--- config.mk ---
export PLATFORM = sky130hd
export DESIGN_NAME = vga_timing_counter
export DESIGN_NICKNAME = d
export VERILOG_FILES = /design/src/rtl/vga_timing_counter.sv
export SDC_FILE = /design/constraint.sdc
export NUM_CORES = 1
export LEC_CHECK = 0
export CAP_MARGIN = 20
export CELL_PAD_IN_SITES_DETAIL_PLACEMENT = 1
export CELL_PAD_IN_SITES_GLOBAL_PLACEMENT = 2
export CORE_MARGIN = 3
export CORE_UTILIZATION = 25
export DETAILED_ROUTE_END_ITERATION = 8
export PLACE_DENSITY = 0.76
export RECOVER_POWER = 100
export SYNTH_ARGS = -nofsm -noshare
export SYNTH_HDL_FRONTEND = slang
export SYNTH_SLANG_ARGS = --single-unit
--- constraint.sdc ---
create_clock -name clk -period 2 [get_ports clk]
set_input_delay 0.4 -clock clk [delete_from_list [all_inputs] [get_ports clk]]
set_output_delay 0.4 -clock clk [all_outputs]
set_load 0.02 [all_outputs]
--- src/rtl/vga_timing_counter.sv ---
// -----------------------------------------------------------------------------
// vga_timing_counter
//
// Free-running horizontal/vertical pixel counters for 640x480 @ 60 Hz VGA
// timing. The system clock is divided down to a pixel-rate strobe
// (pixel_tick) and the counters advance once per pixel. The block also
// produces single-cycle line, frame and vertical-blank event pulses.
//
// Optional build feature:
//   VGA_FRAME_COUNT_EN - when defined, adds a 16-bit frame_count output that
//                        increments on every frame wrap (same edge that sets
//                        frame_start). Absent from the default build.
//
// Parameters:
//   CLK_DIV  - system clocks per pixel (1..16)
//   H_TOTAL  - pixels per line, including blanking
//   V_TOTAL  - lines per frame, including blanking
//   V_ACTIVE - first non-display line (vblank_start fires on entering it)
//
// Ports:
//   clk          in   system clock, all state on its rising edge
//   rst_n        in   synchronous reset, active low (overrides en)
//   en           in   count enable; low freezes divider and counters
//   pixel_tick   out  one-clk strobe per pixel period; counters advance on
//                     the rising edge that ends this cycle
//   h_count[9:0] out  horizontal pixel index 0..H_TOTAL-1 (registered)
//   v_count[9:0] out  vertical line index 0..V_TOTAL-1 (registered)
//   line_end     out  pixel_tick qualified by h_count==H_TOTAL-1
//   frame_start  out  registered one-clk pulse on the first clk of h=0,v=0
//                     after a frame wrap (never after reset release)
//   vblank_start out  registered one-clk pulse on the first clk of
//                     v=V_ACTIVE, h=0
//   frame_count  out  (VGA_FRAME_COUNT_EN only) frames completed, wraps
//
// Strobe semantics: pixel_tick, line_end, frame_start and vblank_start are
// qualifier strobes with no backpressure. A consumer acts in the single clk
// the strobe is high; there is no ready, and nothing is held for a late
// consumer.
// -----------------------------------------------------------------------------
module vga_timing_counter #(
  parameter int CLK_DIV  = 4,
  parameter int H_TOTAL  = 800,
  parameter int V_TOTAL  = 525,
  parameter int V_ACTIVE = 480
) (
  input  logic        clk,
  input  logic        rst_n,
  input  logic        en,
  output logic        pixel_tick,
  output logic [9:0]  h_count,
  output logic [9:0]  v_count,
  output logic        line_end,
  output logic        frame_start,
  output logic        vblank_start
`ifdef VGA_FRAME_COUNT_EN
  ,
  output logic [15:0] frame_count
`endif
);

  // A 1-bit divider is kept even for CLK_DIV=1; it simply stays at 0.
  localparam int              DIV_W       = (CLK_DIV > 1) ? $clog2(CLK_DIV) : 1;
  localparam logic [DIV_W-1:0] DIV_MAX    = DIV_W'(CLK_DIV - 1);
  localparam logic [9:0]      H_MAX       = 10'(H_TOTAL - 1);
  localparam logic [9:0]      V_MAX       = 10'(V_TOTAL - 1);
  // Last display line: when it ends, the next line is the first blank line.
  localparam logic [9:0]      V_LAST_DISP = 10'(V_ACTIVE - 1);

  logic [DIV_W-1:0] div_cnt;
  logic             h_last;
  logic             v_last;
  logic             v_last_disp;

  // All decodes come straight from registers, so downstream timing sees a
  // single compare level.
  assign h_last      = (h_count == H_MAX);
  assign v_last      = (v_count == V_MAX);
  assign v_last_disp = (v_count == V_LAST_DISP);

  assign pixel_tick  = en & (div_cnt == DIV_MAX);
  assign line_end    = pixel_tick & h_last;

  always_ff @(posedge clk) begin
    if (!rst_n) begin
      div_cnt      <= '0;
      h_count      <= '0;
      v_count      <= '0;
      frame_start  <= 1'b0;
      vblank_start <= 1'b0;
`ifdef VGA_FRAME_COUNT_EN
      frame_count  <= '0;
`endif
    end else begin
      // Event pulses default low so each lasts exactly one clk, even though
      // the counter values they mark persist for CLK_DIV clks.
      frame_start  <= 1'b0;
      vblank_start <= 1'b0;

      if (en) begin
        if (div_cnt == DIV_MAX) begin
          div_cnt <= '0;
        end else begin
          div_cnt <= div_cnt + DIV_W'(1);
        end
      end

      // pixel_tick already includes en, so a frozen block never advances.
      if (pixel_tick) begin
        if (h_last) begin
          h_count <= '0;
          if (v_last) begin
            v_count     <= '0;
            frame_start <= 1'b1;
`ifdef VGA_FRAME_COUNT_EN
            frame_count <= frame_count + 16'd1;
`endif
          end else begin
            v_count <= v_count + 10'd1;
          end
          if (v_last_disp) begin
            vblank_start <= 1'b1;
          end
        end else begin
          h_count <= h_count + 10'd1;
        end
      end
    end
  end

endmodule

* Word-level counts from Yosys, hierarchy flattened
Cells that the tools add are included.
Widths: inputs -> output; s select.
** Word-level totals
- Output and inout bits :: 24
- Logic and storage cells :: 21
- Input bits :: 3
- Register bits after elaboration :: 24
** Cells by class
- Equal/unequal tests :: 4
- Multiplexer cells :: 5
- Bitwise logic cells :: 2
- Reductions and logical operators :: 2
- Add/subtract/negate cells :: 3
** Operator list (number)
- $add 10x1->10 const B :: 2
- $eq 10x10->1 const B :: 2
- $mux 10 :: 2
- $eq 10x9->1 const B :: 1
- $reduce_and 3->1 :: 1
- $add 2x1->2 const B :: 1
- $and 1x1->1 :: 2
- $eq 2x2->1 const B :: 1
- $mux 1 :: 2
- $mux 2 :: 1
- $reduce_and 2->1 :: 1

* Depth between registers and ports, before layout
Gate-level depths: netlist (run 1).
- Depth after elaboration :: 3
- Mapped depth :: 7
- Depth with buffers taken out :: 6

* Worst setup path before layout (run 1)
OpenSTA, ideal clock, no wires.
- Path kind :: reg2reg
- Start point :: register h_count[0]
- End point :: register v_count[5]
- Setup time :: 70 ps
- Clock period less this slack :: 2075 ps
- Required time :: 1930 ps
- Arrival time :: 2005 ps
- Stages on the path, launching flop included :: 6
- Buffers on the path :: 0
- Path slack :: -75 ps
- Cells stage by stage :: dfxtp_1 -> ha_1 -> nand4b_1 -> or4_4 -> or4b_1 -> a21oi_1
** Between the ends
- Word-level cells in the longest chain between the ends :: 2
** Ends and longest elaborated chain
- start, declared :: line 50 : output logic [9:0] h_count,
- start signal, assigned :: line 124 : h_count <= h_count + 10'd1;
- $eq 10x10->1 :: line 76 : assign h_last = (h_count == H_MAX);
- $reduce_and 2->1 (no line)
- end signal, assigned :: line 118 : v_count <= v_count + 10'd1;
- end, declared :: line 51 : output logic [9:0] v_count,
Every way passes these cells.
A chain may end at the register's enable or synchronous reset.

* Worst setup path after layout (run 1)
- Start point :: register h_count[1]
- End point :: register v_count[5]
Same word-level chain as after synthesis.

==> reports/qor.csv, run 1 <==
metric,value,unit
nets,208,
yosysWarnings,0,
yosysMostFrequentCell,dfxtp_1,
cp_top_family,simple AND/OR/NAND/NOR gates,
first_iter_violations,56,
grt_pass1_wl,6.36,mm
fillers,535,
maxCapViolations,0,
synth_top_area_share,40.9,%
fin_crit,2.02,ns
drt-pass1-iter-count,4,
clk_pin_slew,0.10,ns
crit_type,flip-flop to flip-flop,
violations,negative setup slack,
antenna_found_initial,0,
seq_area,485,um^2
dieArea,5560,um^2
p_leak,0.754,nW
initial_core_util,26.4,%
dp_hpwl,3.01,mm
post-route-period-util,101,%
required,2.21,ns
hold_buffers,0,
ant_nets,0,
seq_area_frac_synth,40.9,%
fp.dieH,74.6,um
setup_ws,-0.0237,ns
synth.mux.area_fraction,1.70,%
htree_levels,1,
cp.arrival,2.24,ns
critPathLaunchType,flip-flop,
fin_skew,0.0106,ns
syn_nets,150,
grt_overflow,0,
area_growth,56.2,%
finalHoldViolations,0,
powerDensity,525,nW/um^2
grt_pass1_vias,1338,
synth_edf_count,0,
synth-simple-area-share,33.2,%
power,0.000964,W
synth-compound-area-share,10.8,%
rsz0062_at_grt,true,
cts.root.buffer_cell,clkbuf_8,
grt_max_degree,15,
ir_drop,0.248,mV
portBuffers,26,
cp_num_buf_inv,1,
final.setup.tns,-0.0442,ns
insertion_delay,0.27,ns
diodes,0,
crit_path_max_incr_delay,0.55,ns
synth_area_leaders,"dfxtp_1, nand2_1, a21oi_1",
path_cells,ha_4 > nand4b_1 > buf_4 > or4_4 > or4b_1 > a21oi_1,
worst_pin_slew,0.308,ns
status,"complete, but fails checks",
multiInputGateArea,687,um^2
timing.fmax,494,MHz
synthXorXnorAreaFrac,5.96,%
synth.avg_cell_area,8.22,um^2
cts_buffer_depth,2,
ys_ff_latch,24,
vias,1298,
crit_fanout,3,
slowest_stage,or4_4,
slew_headroom,79.2,%
ios,27,
wl,3.90,mm
synth_commonest_cells,"dfxtp_1, nand2_1, nor2_1",
syn-instance-count,143,
hp-class,flip-flop to flip-flop,
die_w,74.6,um
drcViolationCount,0,
track_usage,14.7,%
numCtsBuffers,3,
end_kind,flip-flop,
async_flop_share,0,%
setup_viol,2,
drive_gt1_share,23.0,%
synth_top_cell_by_area,dfxtp_1,
synth_ff_type,dfxtp_1,
placementRows,24,
routabilityCongestion,0.797,
synth_top_family_by_area,simple AND/OR/NAND/NOR gates,
yosysUniqueCellTypes,31,
via_per_inst,5.15,
yosys.area_share.adder,4.26,%
cts.sinks,24,
final-max-slew-violation-count,0,
core,4440,um^2
syn_area,1170,um^2
wire_per_inst,15.5,um
tritoncts,yes,
-- final cells by class --
| cell class | count | area share [%] |
|---|---|---|
| tap | 52 | 3.54 |
| multi-input combinational | 109 | 37.4 |
| inverter | 5 | 1.02 |
| sequential | 24 | 26.4 |
| clock inverter | 1 | 1.64 |
| timing repair buffer | 58 | 27.7 |
| clock buffer | 3 | 2.25 |
-- per-layer routing --
layer	GRT usage [%]	wire [um]	part of all wire, %
met5	0	0	0
met4	3.95	37	0.95
met3	2.70	165	4.2
met2	26.7	1980	51
met1	17.8	1710	44
-- worst register-to-register path, cell delays in order, from the launching register on --
cell	delay, ns
dfxtp_2	0.37
ha_4	0.14
nand4b_1	0.14
buf_4	0.18
or4_4	0.55
or4b_1	0.47
a21oi_1	0.12
-- sequential cells by signal (all words and copies together) (netlist names) --
name,flops
h_count,10
div_cnt,2
v_count,10
frame_start,1
vblank_start,1
-- kinds of logic after synthesis --
| kind of cell | count (synthesis) |
|---|---|
| and+or+nand+nor | 73 |
| DFF | 24 |
| AOI/OAI and AO/OA | 22 |
| buffers and inverters | 10 |
| xor gates and xnor gates | 8 |
| adders and majority gates | 4 |
| muxes | 2 |
-- through the flow --
stage | utilization (%) | worst slack, ns | area (um^2) | hold WS (ns) | cells
floorplan | - | 0.000896 | 1180 | 0.465 | 143
global placement | 38.7 | -0.455 | 1720 | 0.481 | 246
detailed placement | 38.7 | -0.524 | 1720 | 0.519 | 246
CTS | 41.2 | -0.0252 | 1830 | 0.540 | 252
global route | 41.3 | -0.116 | 1840 | 0.562 | 252
finish | 41.3 | -0.0237 | 1840 | 0.536 | 252
-- power by group --
group	internal (W)	switching [W]	total, W
registers	0.000480	0.00000270	0.000483
clock network	0.000268	0.000168	0.000435
logic	0.0000213	0.0000239	0.0000452
-- path summary, 6_finish.rpt --
check / start / slack (ns) / endpoint / cells after the start
max: h_count[1]$_SDFFE_PN0P_ / -0.02 / v_count[5]$_SDFFE_PN0P_ / 6
max reg2reg: h_count[1]$_SDFFE_PN0P_ / -0.02 / v_count[5]$_SDFFE_PN0P_ / 6
min reg2reg: v_count[9]$_SDFFE_PN0P_ / 0.54 / v_count[9]$_SDFFE_PN0P_ / 2
min: v_count[9]$_SDFFE_PN0P_ / 0.54 / v_count[9]$_SDFFE_PN0P_ / 2
-- cells in the final DEF (no fill, tap or decap), types with 2 or more instances in the layout --
| cell | netlist | final |
|---|---|---|
| a21oi_1 | 11 | 10 |
| and3_1 | 2 | 2 |
| and4_1 | 3 | 3 |
| buf_4 | 0 | 28 |
| clkbuf_8 | 0 | 3 |
| dfxtp_1 | 24 | 22 |
| dlygate4sd3_1 | 0 | 23 |
| ha_1 | 4 | 3 |
| inv_1 | 5 | 5 |
| mux2i_1 | 2 | 2 |
| nand2_1 | 19 | 18 |
| nand3_1 | 8 | 8 |
| nand4_1 | 5 | 5 |
| nand4b_1 | 3 | 3 |
| nor2_1 | 14 | 14 |
| nor3_1 | 2 | 2 |
| o21ai_0 | 3 | 3 |
| o22ai_1 | 5 | 5 |
| or3_1 | 6 | 5 |
| or4_1 | 2 | 2 |
| xnor2_1 | 4 | 4 |
| xor2_1 | 4 | 4 |
-- what timing repair did --
item | 4_1_cts | 5_1_grt
pin swaps | 8 | 0
endpoints found under the hold margin | 0 | 0
gates cloned | 0 | 0
endpoints found under the setup margin | 5 | 15
buffers inserted | 2 | 0
gates resized for setup | 11 | 5
No activity file was read; power rests on OpenSTA's default activity.
==> run 2: changes to the inputs <==
--- a/config.mk
+++ b/config.mk
@@ -8,7 +8,7 @@
 export CAP_MARGIN = 20
 export CELL_PAD_IN_SITES_DETAIL_PLACEMENT = 1
 export CELL_PAD_IN_SITES_GLOBAL_PLACEMENT = 2
-export CORE_MARGIN = 3
+export CORE_MARGIN = 1
 export CORE_UTILIZATION = 25
 export DETAILED_ROUTE_END_ITERATION = 8
 export PLACE_DENSITY = 0.76
==> constraint.sdc (replaced) <==
create_clock -name clk -period 1.68 [get_ports clk]
set_input_delay 0.336 -clock clk [delete_from_list [all_inputs] [get_ports clk]]
set_output_delay 0.336 -clock clk [all_outputs]
set_load 0.02 [all_outputs]
==> run 2 against run 1 <==
The run ends with design-rule violations, negative setup slack left. Clock power fell by 17%. Flip-flop and latch count unchanged. Utilization up 2.4 points. Critical path depth shrank 2. Final cell count grew 6.0%. Clock skew decreased by 0.0062 ns. Routed wire length is 3.2% higher. Die area down 10%. Via count grew 3.3%. Sequential share of layout area down 0.87 points.
==> reports/qor.csv, run 2 (synthesized netlist as in run 1, its figures left out) <==
metric,value,unit
stdcell_area,1940,um^2
hp-class,flip-flop to flip-flop,
crit_fanout,5,
tritoncts,yes,
drt-pass1-iter-count,6,
antenna_found_initial,0,
fin_skew,0.00445,ns
ios,27,
status,"complete, but fails checks",
setup_ws,-0.301,ns
ant_nets,0,
post-route-period-util,118,%
core,4440,um^2
numCtsBuffers,3,
worst_pin_slew,0.283,ns
end_kind,flip-flop,
nets,223,
largest_registers,"h_count (10), v_count (10), div_cnt (2)",
first_iter_violations,66,
fin_crit,1.98,ns
finalHoldViolations,0,
critPathLaunchType,flip-flop,
grt_pass1_wl,6.80,mm
rsz0062_at_grt,true,
maxCapViolations,0,
seq_area,497,um^2
cts.sinks,24,
dp_hpwl,3.06,mm
placed_area,1830,um^2
wire_per_inst,15.1,um
multiInputGateArea,763,um^2
clk_pin_slew,0.09,ns
dieArea,4980,um^2
required,1.89,ns
vias,1341,
track_usage,17.3,%
diodes,0,
fillers,528,
grt_max_degree,14,
fp.dieH,70.6,um
portBuffers,26,
wl,4.02,mm
ir_drop,0.350,mV
grtUsageMet2,31.6,%
crit_type,flip-flop to flip-flop,
pre_cts_slack,-0.562,ns
grt.busiest_layer,met2,
final_common_cell,buf_4,
powerDensity,510,nW/um^2
slew_headroom,80.9,%
cts_buffer_depth,2,
timing.fmax,505,MHz
area_growth,65.3,%
routabilityCongestion,0.808,
grt_overflow,0,
cts.root.buffer_cell,clkbuf_8,
die_w,70.6,um
fin_util,43.7,%
final-max-slew-violation-count,0,
via_per_inst,5.02,
placementRows,24,
violations,"design-rule violations, negative setup slack",
cp.arrival,2.19,ns
setup_viol,18,
drive_gt1_share,34.0,%
drcViolationCount,2,
final.setup.tns,-3.05,ns
final_cell_mix,"buf_4, dfxtp_1, nand2_1",
grt_pass1_vias,1494,
power,0.000990,W
initial_core_util,26.4,%
met1_usage,19.7,%
htree_levels,1,
insertion_delay,0.27,ns
grtUsageMet3,2.85,%
p_leak,0.792,nW
## run 2: cell types whose count changed in the layout (fill, tap and decap cells not counted), moves of 5 or more
cell	before	now
dlygate4sd2_1	1	14
buf_4	28	43
a21oi_2	1	7
clkdlybuf4s50_1	0	5
dlygate4sd3_1	23	0
clkbuf_1	1	9
a21oi_1	10	4
## run 2: cell type report
type | count | share of cell area [%]
Sequential cell | 24 | 25.6
Tap cell | 52 | 3.35
Inverter | 5 | 0.966
Multi-Input combinational cell | 109 | 39.3
Clock buffer | 4 | 2.32
Timing Repair Buffer | 73 | 28.5
## run 2: through the flow
| stage | hold slack [ns] | cells |
|---|---|---|
| 5_1_grt | 0.577 | 267 |
| 4_1_cts | 0.550 | 265 |
| 2_1_floorplan | 0.465 | 143 |
| 3_5_place_dp | 0.526 | 258 |
| 6_report | 0.558 | 267 |
| 3_3_place_gp | 0.480 | 258 |
## run 2: timing repair
| action | CTS | global route |
|---|---|---|
| pin swaps | 4 | 1 |
| hold endpoints to repair | 0 | 0 |
| buffers inserted | 3 | 2 |
| setup endpoints to repair | 34 | 25 |
| cloned | 0 | 0 |
| hold buffers | 0 | 0 |
| resized for setup | 36 | 13 |
## run 2: path summary, 6_finish.rpt
check / cells past startpoint / slack, ns / to / start
setup / recovery: 4 / -0.30 / v_count[5]$_SDFFE_PN0P_ / h_count[7]$_SDFFE_PN0P_
setup reg to reg: 4 / -0.30 / v_count[5]$_SDFFE_PN0P_ / h_count[7]$_SDFFE_PN0P_
hold reg to reg: 2 / 0.56 / div_cnt[1]$_SDFFE_PN0P_ / div_cnt[1]$_SDFFE_PN0P_
hold / removal: 2 / 0.56 / div_cnt[1]$_SDFFE_PN0P_ / div_cnt[1]$_SDFFE_PN0P_
## run 2: critical path, cell delays in order (launching register included)
cell and delay [ns]:
dfxtp_4 0.35, or3b_4 0.38, or4_4 0.56, or4b_4 0.50, a21oi_2 0.12
## run 2: routing by layer
layer  part of all wire (%)  routed length [um]  up-vias
li1                       -                   -      658
met1                     45                1810      654
met2                     51                2060       23
met3                    2.7                 108        6
met4                    1.2                  48        0
met5                      0                   0        -
## run 2: report_power, final
group          internal, W  switching [W]
Clock             0.000170       0.000193
Combinational    0.0000263      0.0000298
Sequential        0.000567     0.00000358
